[src/rtl/gray_fifo_pkg.sv]
// Shared helpers for the Gray-coded FIFO pointer controller.
// Latency: pure functions, no state.
// Backpressure: not applicable.
package gray_fifo_pkg;

    // Widest pointer the helpers handle. Callers zero-extend narrower pointers.
    localparam int PTR_W_MAX = 32;

    typedef logic [PTR_W_MAX-1:0] wide_t;

    // Each binary bit is the XOR of its Gray bit and every Gray bit above it.
    function automatic wide_t gray2bin(input wide_t g);
        wide_t b;
        b[PTR_W_MAX-1] = g[PTR_W_MAX-1];
        for (int i = PTR_W_MAX - 2; i >= 0; i--) begin
            b[i] = b[i+1] ^ g[i];
        end
        return b;
    endfunction

    // Full when the two top pointer bits (aw, aw-1) are both inverted and all
    // lower bits match. For aw = 1 this reduces to the 2-bit inversion test.
    function automatic logic is_full(input wide_t wr, input wide_t rd, input int aw);
        return (wr ^ rd) == (wide_t'(3) << (aw - 1));
    endfunction

endpackage

[src/rtl/gray_ptr_reg.sv]
// One Gray-coded FIFO pointer: register plus incrementer.
// Latency: ptr_o advances on the edge after inc_i is sampled high.
// Backpressure: caller qualifies inc_i; clr_i and rst_i zero the pointer.
module gray_ptr_reg #(
    parameter int AddrWidth = 4,
    parameter int Speed     = 2
) (
    input  logic               clk_i,
    input  logic               rst_i,
    input  logic               clr_i,
    input  logic               inc_i,
    output logic [AddrWidth:0] ptr_o
);

    logic [AddrWidth:0] ptr_nxt;

    inc_gray_c #(
        .Width(AddrWidth + 1),
        .Speed(Speed)
    ) u_inc (
        .a (ptr_o),
        .ci(inc_i),
        .z (ptr_nxt)
    );

    // Pointer register; reset and clear both return it to zero.
    always_ff @(posedge clk_i) begin
        if (rst_i || clr_i) begin
            ptr_o <= '0;
        end else begin
            ptr_o <= ptr_nxt;
        end
    end

endmodule

[src/rtl/inc_gray_c.sv]
// Gray-code incrementer with carry-in: z = gray(bin(a) + ci), wrapping modulo 2**Width.
// Latency: combinational.
// Backpressure: not applicable; ci = 0 passes a through unchanged.
module inc_gray_c #(
    parameter int Width = 5,
    parameter int Speed = 2
) (
    input  logic [Width-1:0] a,
    input  logic             ci,
    output logic [Width-1:0] z
);

    logic             par;
    logic [Width-2:0] zero_pre;
    logic [Width-1:0] az;
    logic [Width-1:0] tog;

    assign par = ^a;

    // zero_pre[j] = 1 when a[j:0] is all zero.
    prefix_and #(
        .Width(Width - 1),
        .Speed(Speed)
    ) u_pre (
        .d(~a[Width-2:0]),
        .q(zero_pre)
    );

    // az[k] = 1 when every bit below k is zero (az[0] is trivially true).
    assign az = {zero_pre, 1'b1};

    // Even parity flips bit 0; odd parity flips the bit just above the lowest set bit.
    // The MSB also absorbs the case where the lowest set bit is the MSB itself (wrap).
    always_comb begin
        tog = '0;
        tog[0] = ci & ~par;
        for (int k = 1; k < Width - 1; k++) begin
            tog[k] = ci & par & a[k-1] & az[k-1];
        end
        tog[Width-1] = ci & par & ((a[Width-2] & az[Width-2]) | az[Width-1]);
    end

    assign z = a ^ tog;

endmodule

[src/rtl/prefix_and.sv]
// Prefix AND: q[i] = &d[i:0], structure chosen by Speed (0 serial, 1 Brent-Kung, 2 Sklansky).
// Latency: combinational.
// Backpressure: not applicable.
module prefix_and #(
    parameter int Width = 4,
    parameter int Speed = 2
) (
    input  logic [Width-1:0] d,
    output logic [Width-1:0] q
);

    localparam int Levels = (Width > 1) ? $clog2(Width) : 1;

    logic [Width-1:0] p;

    // Build the prefix network in place; each level only reads nodes it does not write.
    always_comb begin
        p = d;
        if (Speed == 0) begin
            for (int i = 1; i < Width; i++) begin
                p[i] = p[i-1] & d[i];
            end
        end else if (Speed == 1) begin
            for (int l = 0; l < Levels; l++) begin
                for (int i = 0; i < Width; i++) begin
                    if (((i + 1) % (2 << l)) == 0) begin
                        p[i] = p[i] & p[i - (1 << l)];
                    end
                end
            end
            for (int l = Levels - 1; l >= 0; l--) begin
                for (int i = 0; i < Width; i++) begin
                    if ((((i + 1) % (2 << l)) == (1 << l)) && (i > (1 << l))) begin
                        p[i] = p[i] & p[i - (1 << l)];
                    end
                end
            end
        end else begin
            for (int l = 0; l < Levels; l++) begin
                for (int i = 0; i < Width; i++) begin
                    if (((i >> l) & 1) == 1) begin
                        p[i] = p[i] & p[((i >> l) << l) - 1];
                    end
                end
            end
        end
        q = p;
    end

endmodule

[src/rtl/gray_fifo_ctrl.sv]
// Single-clock FIFO pointer controller with Gray pointers, flags, addresses and sticky errors.
// Latency: enables same cycle as request; pointers, flags and usage update on the next edge.
// Backpressure: push refused while full, pop refused while empty; refusals set sticky errors.
module gray_fifo_ctrl
    import gray_fifo_pkg::*;
#(
    parameter int AddrWidth = 4,
    parameter int Speed     = 2
) (
    input  logic                 clk_i,
    input  logic                 rst_i,
    input  logic                 flush_i,
    input  logic                 push_i,
    input  logic                 pop_i,
    output logic                 wr_en_o,
    output logic                 rd_en_o,
    output logic [AddrWidth-1:0] wr_addr_o,
    output logic [AddrWidth-1:0] rd_addr_o,
    output logic [AddrWidth:0]   wr_ptr_o,
    output logic [AddrWidth:0]   rd_ptr_o,
    output logic                 full_o,
    output logic                 empty_o,
    output logic [AddrWidth:0]   usage_o,
    output logic                 overflow_o,
    output logic                 underflow_o
);

    typedef logic [AddrWidth:0] ptr_t;

    ptr_t wr_ptr;
    ptr_t rd_ptr;
    ptr_t wr_bin;
    ptr_t rd_bin;
    logic push_acc;
    logic pop_acc;

    // Flags look only at registered pointers, so a push never makes the FIFO
    // look non-empty in the same cycle.
    assign full_o  = is_full(wide_t'(wr_ptr), wide_t'(rd_ptr), AddrWidth);
    assign empty_o = (wr_ptr == rd_ptr);

    assign push_acc = push_i & ~full_o  & ~flush_i;
    assign pop_acc  = pop_i  & ~empty_o & ~flush_i;

    assign wr_en_o = push_acc;
    assign rd_en_o = pop_acc;

    gray_ptr_reg #(
        .AddrWidth(AddrWidth),
        .Speed    (Speed)
    ) u_wr_ptr (
        .clk_i(clk_i),
        .rst_i(rst_i),
        .clr_i(flush_i),
        .inc_i(push_acc),
        .ptr_o(wr_ptr)
    );

    gray_ptr_reg #(
        .AddrWidth(AddrWidth),
        .Speed    (Speed)
    ) u_rd_ptr (
        .clk_i(clk_i),
        .rst_i(rst_i),
        .clr_i(flush_i),
        .inc_i(pop_acc),
        .ptr_o(rd_ptr)
    );

    assign wr_bin = ptr_t'(gray2bin(wide_t'(wr_ptr)));
    assign rd_bin = ptr_t'(gray2bin(wide_t'(rd_ptr)));

    assign wr_ptr_o  = wr_ptr;
    assign rd_ptr_o  = rd_ptr;
    assign wr_addr_o = wr_bin[AddrWidth-1:0];
    assign rd_addr_o = rd_bin[AddrWidth-1:0];

    // Modular difference of the extra-bit pointers gives 0..depth directly.
    assign usage_o = wr_bin - rd_bin;

    // Sticky error flags; a flushed request is neither accepted nor an error.
    always_ff @(posedge clk_i) begin
        if (rst_i || flush_i) begin
            overflow_o  <= 1'b0;
            underflow_o <= 1'b0;
        end else begin
            if (push_i && full_o) begin
                overflow_o <= 1'b1;
            end
            if (pop_i && empty_o) begin
                underflow_o <= 1'b1;
            end
        end
    end

endmodule
[config.mk]
export PLATFORM = sky130hd
export DESIGN_NAME = gray_fifo_ctrl
export DESIGN_NICKNAME = d
export VERILOG_FILES = /design/src/rtl/gray_fifo_pkg.sv /design/src/rtl/gray_ptr_reg.sv /design/src/rtl/inc_gray_c.sv /design/src/rtl/prefix_and.sv /design/src/rtl/gray_fifo_ctrl.sv
export SDC_FILE = /design/constraint.sdc
export NUM_CORES = 1
export LEC_CHECK = 0
export CORE_MARGIN = 1
export CORE_UTILIZATION = 46
export CTS_BUF_LIST = sky130_fd_sc_hd__clkbuf_16
export DETAILED_ROUTE_END_ITERATION = 8
export PLACE_DENSITY_LB_ADDON = 0.05
export SLEW_MARGIN = 10
export SYNTH_ARGS = -nofsm -noshare
export SYNTH_HDL_FRONTEND = slang
export SYNTH_HIERARCHICAL = 1
export SYNTH_SLANG_ARGS = --single-unit
[constraint.sdc]
create_clock -name clk_i -period 3.75 [get_ports clk_i]
set_clock_uncertainty 0.1 [all_clocks]
set_input_delay 0.75 -clock clk_i [delete_from_list [all_inputs] [get_ports clk_i]]
set_output_delay 0.75 -clock clk_i [all_outputs]
set_load 0.01 [all_outputs]
==> impl_results.md <==
- Result of the run: finished clean
- Clock insertion delay at the later pin of the skew report: 240 ps
- NumNets Final: 177
- Number of buffers created by CTS: 3
- Clock transition time at the flip-flop clock pins of the worst setup and hold paths: 40 ps
- Number of cell instances on the worst register-to-register path: 10
- Post-layout min period: 3537 ps
- Fin Hold WS: 458.4 ps
- Number of buffer and inverter instances along the worst setup path: 1
- Via density: 5.185
- Number of global-route vias before repair: 958
- Ant. Diodes: 0
- Cell depth of the worst min-delay path: 2
- Number of hold-repair buffers added at the cts stage: 0
- Cell at the root of the clock tree: sky130_fd_sc_hd__clkbuf_16
- Most common library cell in the layout ignoring fill and taps: sky130_fd_sc_hd__clkdlybuf4s50_1
- Worst setup timing slack at the placement stage: 63.49 ps
- Worst path cell trace: xor3_2, xnor2_2, xor2_1, ha_2, fa_1, xnor2_1, clkdlybuf4s50_1
- Overall via count from detail_route: 1011
- Data arrival time of the worst path: 2690 ps
- Clock tree from TritonCTS: done
- Gate count of the mapped netlist: 116
- Placed cell areas: 1524 µm²
- Non-filler instance count after layout: 195
- Arithmetic-cell share of the synthesized area counting full adders, half adders and majority gates: 6.486%
- Fraction of layout cells with a size suffix above 1: 22.16%
- DRT antenna net count: 0
- Placed wire-length estimate after detailed placement: 1980 µm
- Portion of netlist area occupied by mux cells: 0%
- Syn. warnings: 6
- Remaining global-route overflow: 0
- Area share of xor/xnor cells in the synthesized design: 32.67%
- Number of antenna violations at the first check in global routing: 0
- Met2 track utilization from global routing: 40.67%
- P per Cell Area: 226.6 nW/µm²
- Die Area: 2503 µm²
- Proportion of synthesized chip area in sequential cells: 22.64%
- Standard-cell row count: 17
- Destination of the worst register-to-register timing path: u_wr_ptr/ptr_o[2]$_SDFF_PP0_
- Largest vdd supply drop: 0.0002234 V
- Count of distinct cell types in the synthesized netlist: 28
- Chip height: 50.03 µm
- Effective utilization at floorplan: 48.43%
- Layer with the highest usage: met2
- Iteration count of the initial detailed-routing pass: 4
- Unrepaired setup endpoints after global routing: false
- Final critical-path setup slack: 213.3 ps
- Post-Synth Simple-Gate Area: 23.58%
- Tightest Hold Check Type: reg2reg
- Hold Path End: underflow_o$_SDFFE_PP0P_
- Number of max-slew violations in the final report: 0
- Placer Congestion: 0.7331
- Critical path's slowest cell: sky130_fd_sc_hd__clkdlybuf4s50_1
- Final-layout setup total negative slack: 0 ps
- Slew @ Worst Pin: 462.5 ps
- Max-cap violations: 0
- Ratio of final minimum period to clock period: 94.31%
- Headroom to the max-slew limit: 68.95%
- R2R Setup Slk: 1420 ps
- Setup violators final: 0
- Startpoint type of the worst setup path: flip-flop
- Area grow syn2layout: 52.24%
- Area fraction in compound gates after synthesis: 7.193%
- Num ports: 34
- Met3 track utilization from global routing: 3.086%
- Largest net degree at the start of global routing: 13
- Most frequent cells in the layout: sky130_fd_sc_hd__clkdlybuf4s50_1 (32), sky130_fd_sc_hd__inv_1 (17), sky130_fd_sc_hd__buf_4 (16)
- Startpoint of the lowest-slack hold path: underflow_o$_SDFFE_PP0P_
- Data required time at the worst endpoint: 2900 ps
- Combinational family with the most area after synthesis: XOR/XNOR gates
- Cell area after synthesis: 1061 µm²
- Routed WL: 2551 µm
- Synth Area per Inst: 9.147 µm²
- Number of violations reported at the end of detailed-routing iteration 0: 25
- Flip-flop and latch count after synthesis: 12
- H-tree depth reported by CTS: 1
- Area inside the core boundary: 2191 µm²
- Element type at the critical path end: primary output
- Global routing usage summed across all routing layers: 22.38%
- Met1 Usage GRT: 27.03%
- Horizontal extent of the die: 50.03 µm
- Number of clock sinks: 12
- Biggest cell delay along the critical path: 550 ps
- Count of placed standard cells including taps: 190
- Longest Clk Path Bufs: 2
- Post-route cell area: 1615 µm²
- Total DRC errors in the routed layout: 0
- Crit path max fanout: 2
- Reg2Reg Launch Point: u_wr_ptr/ptr_o[4]$_SDFF_PP0_
- Wire length of the first global-routing pass: 4250 µm
- Count of endpoints failing hold in the final timing report: 0
- Post-Synthesis Net Count: 125
- Highest attainable clock frequency: 0.2828 GHz
- Category of the most critical setup path: reg2out
- Avg WL per Cell: 13.08 µm
- Kind of cell with the highest combined delay on the critical path: XOR/XNOR gates
- Port-buffer cells: 33
- LEAKAGE: 0.6566 nW
-- repair_timing --
action,4_1_cts,5_1_grt
pin swaps,3,1
gates cloned,0,0
buffers inserted,1,0
resized for setup,3,2
hold endpoints to repair,0,0
endpoints found under the setup margin,1,1
-- how the worst max path moves through the flow --
stage	depth (start not counted)	to	slack [ps]	from
2_1_floorplan	9	usage_o[4]	320	u_rd_ptr/ptr_o[4]$_SDFF_PP0_
4_1_cts	10	usage_o[4]	110	u_wr_ptr/ptr_o[4]$_SDFF_PP0_
5_1_grt	10	usage_o[4]	70	u_wr_ptr/ptr_o[4]$_SDFF_PP0_
3_5_place_dp	10	usage_o[4]	60	u_rd_ptr/ptr_o[4]$_SDFF_PP0_
6_report	7	usage_o[2]	210	u_wr_ptr/ptr_o[4]$_SDFF_PP0_
3_3_place_gp	10	usage_o[4]	160	u_wr_ptr/ptr_o[4]$_SDFF_PP0_
-- layout make-up --
class / instances / area (µm²)
clock buffer: 3 / 75.07
clock inverter: 1 / 3.754
fill: 168 / 575.6
inverter: 17 / 63.81
multi-input combinational: 85 / 752.0
sequential: 12 / 240.2
tap: 28 / 35.03
timing repair buffer: 49 / 445.4
-- flip-flops by register name, indices dropped and copies added, names as in the netlist --
name and count:
u_rd_ptr/ptr_o 5, u_wr_ptr/ptr_o 5, overflow_o 1, underflow_o 1
-- per-layer routing --
metal	vias up	wire length [µm]
li1	490	-
met1	483	1061
met2	38	1348
met3	0	141
met4	0	0
met5	-	0
-- per-stage QoR --
stage                     utilization (%)  power (mW)
after global placement              69.56      0.1711
after CTS                           73.90      0.3711
final                               73.73      0.3659
after detailed placement            69.56      0.1720
after global routing                73.73      0.3786
after floorplan                         -      0.1496
-- synth_stat cells, drive strengths merged --
cell	count	area [µm²]
a21oi	7	38.79
a31oi	3	18.77
a41oi	1	8.760
and2	3	21.27
and3	3	21.27
and4	2	17.52
buf	2	15.01
dfxtp	12	240.2
fa	1	20.02
ha	3	37.54
inv	17	63.81
maj3	1	11.26
nand2	3	11.26
nand3	4	20.02
nor2	6	22.52
nor2b	1	6.260
nor3	3	15.01
nor3b	14	115.1
o21ai	2	10.01
xnor2	12	112.6
xnor3	3	71.32
xor2	10	87.58
xor3	3	75.07
-- worst reg2reg max path, cell delays in order (launching register included) --
cell,delay (ps)
sky130_fd_sc_hd__dfxtp_1,300
sky130_fd_sc_hd__buf_4,150
sky130_fd_sc_hd__xnor2_1,410
sky130_fd_sc_hd__nor2_1,120
sky130_fd_sc_hd__and2_1,190
sky130_fd_sc_hd__nor3b_1,240
sky130_fd_sc_hd__buf_4,200
sky130_fd_sc_hd__nand3_1,70
sky130_fd_sc_hd__nor2_1,110
sky130_fd_sc_hd__xnor2_1,130
sky130_fd_sc_hd__nor3b_1,210
-- power breakdown --
part	switching (mW)	internal [mW]
clock	0.0557	0.140
sequential	0.000914	0.129
combinational	0.0181	0.0217
total	0.0747	0.291
-- logic make-up after synthesis --
kind of cell,count (synthesis)
DFF,12
AOI/OAI and AO/OA,13
adders and majority gates,5
and+or+nand+nor,39
xor gates and xnor gates,28
buffers and inverters,19
Power figures use the tool's default switching activity.
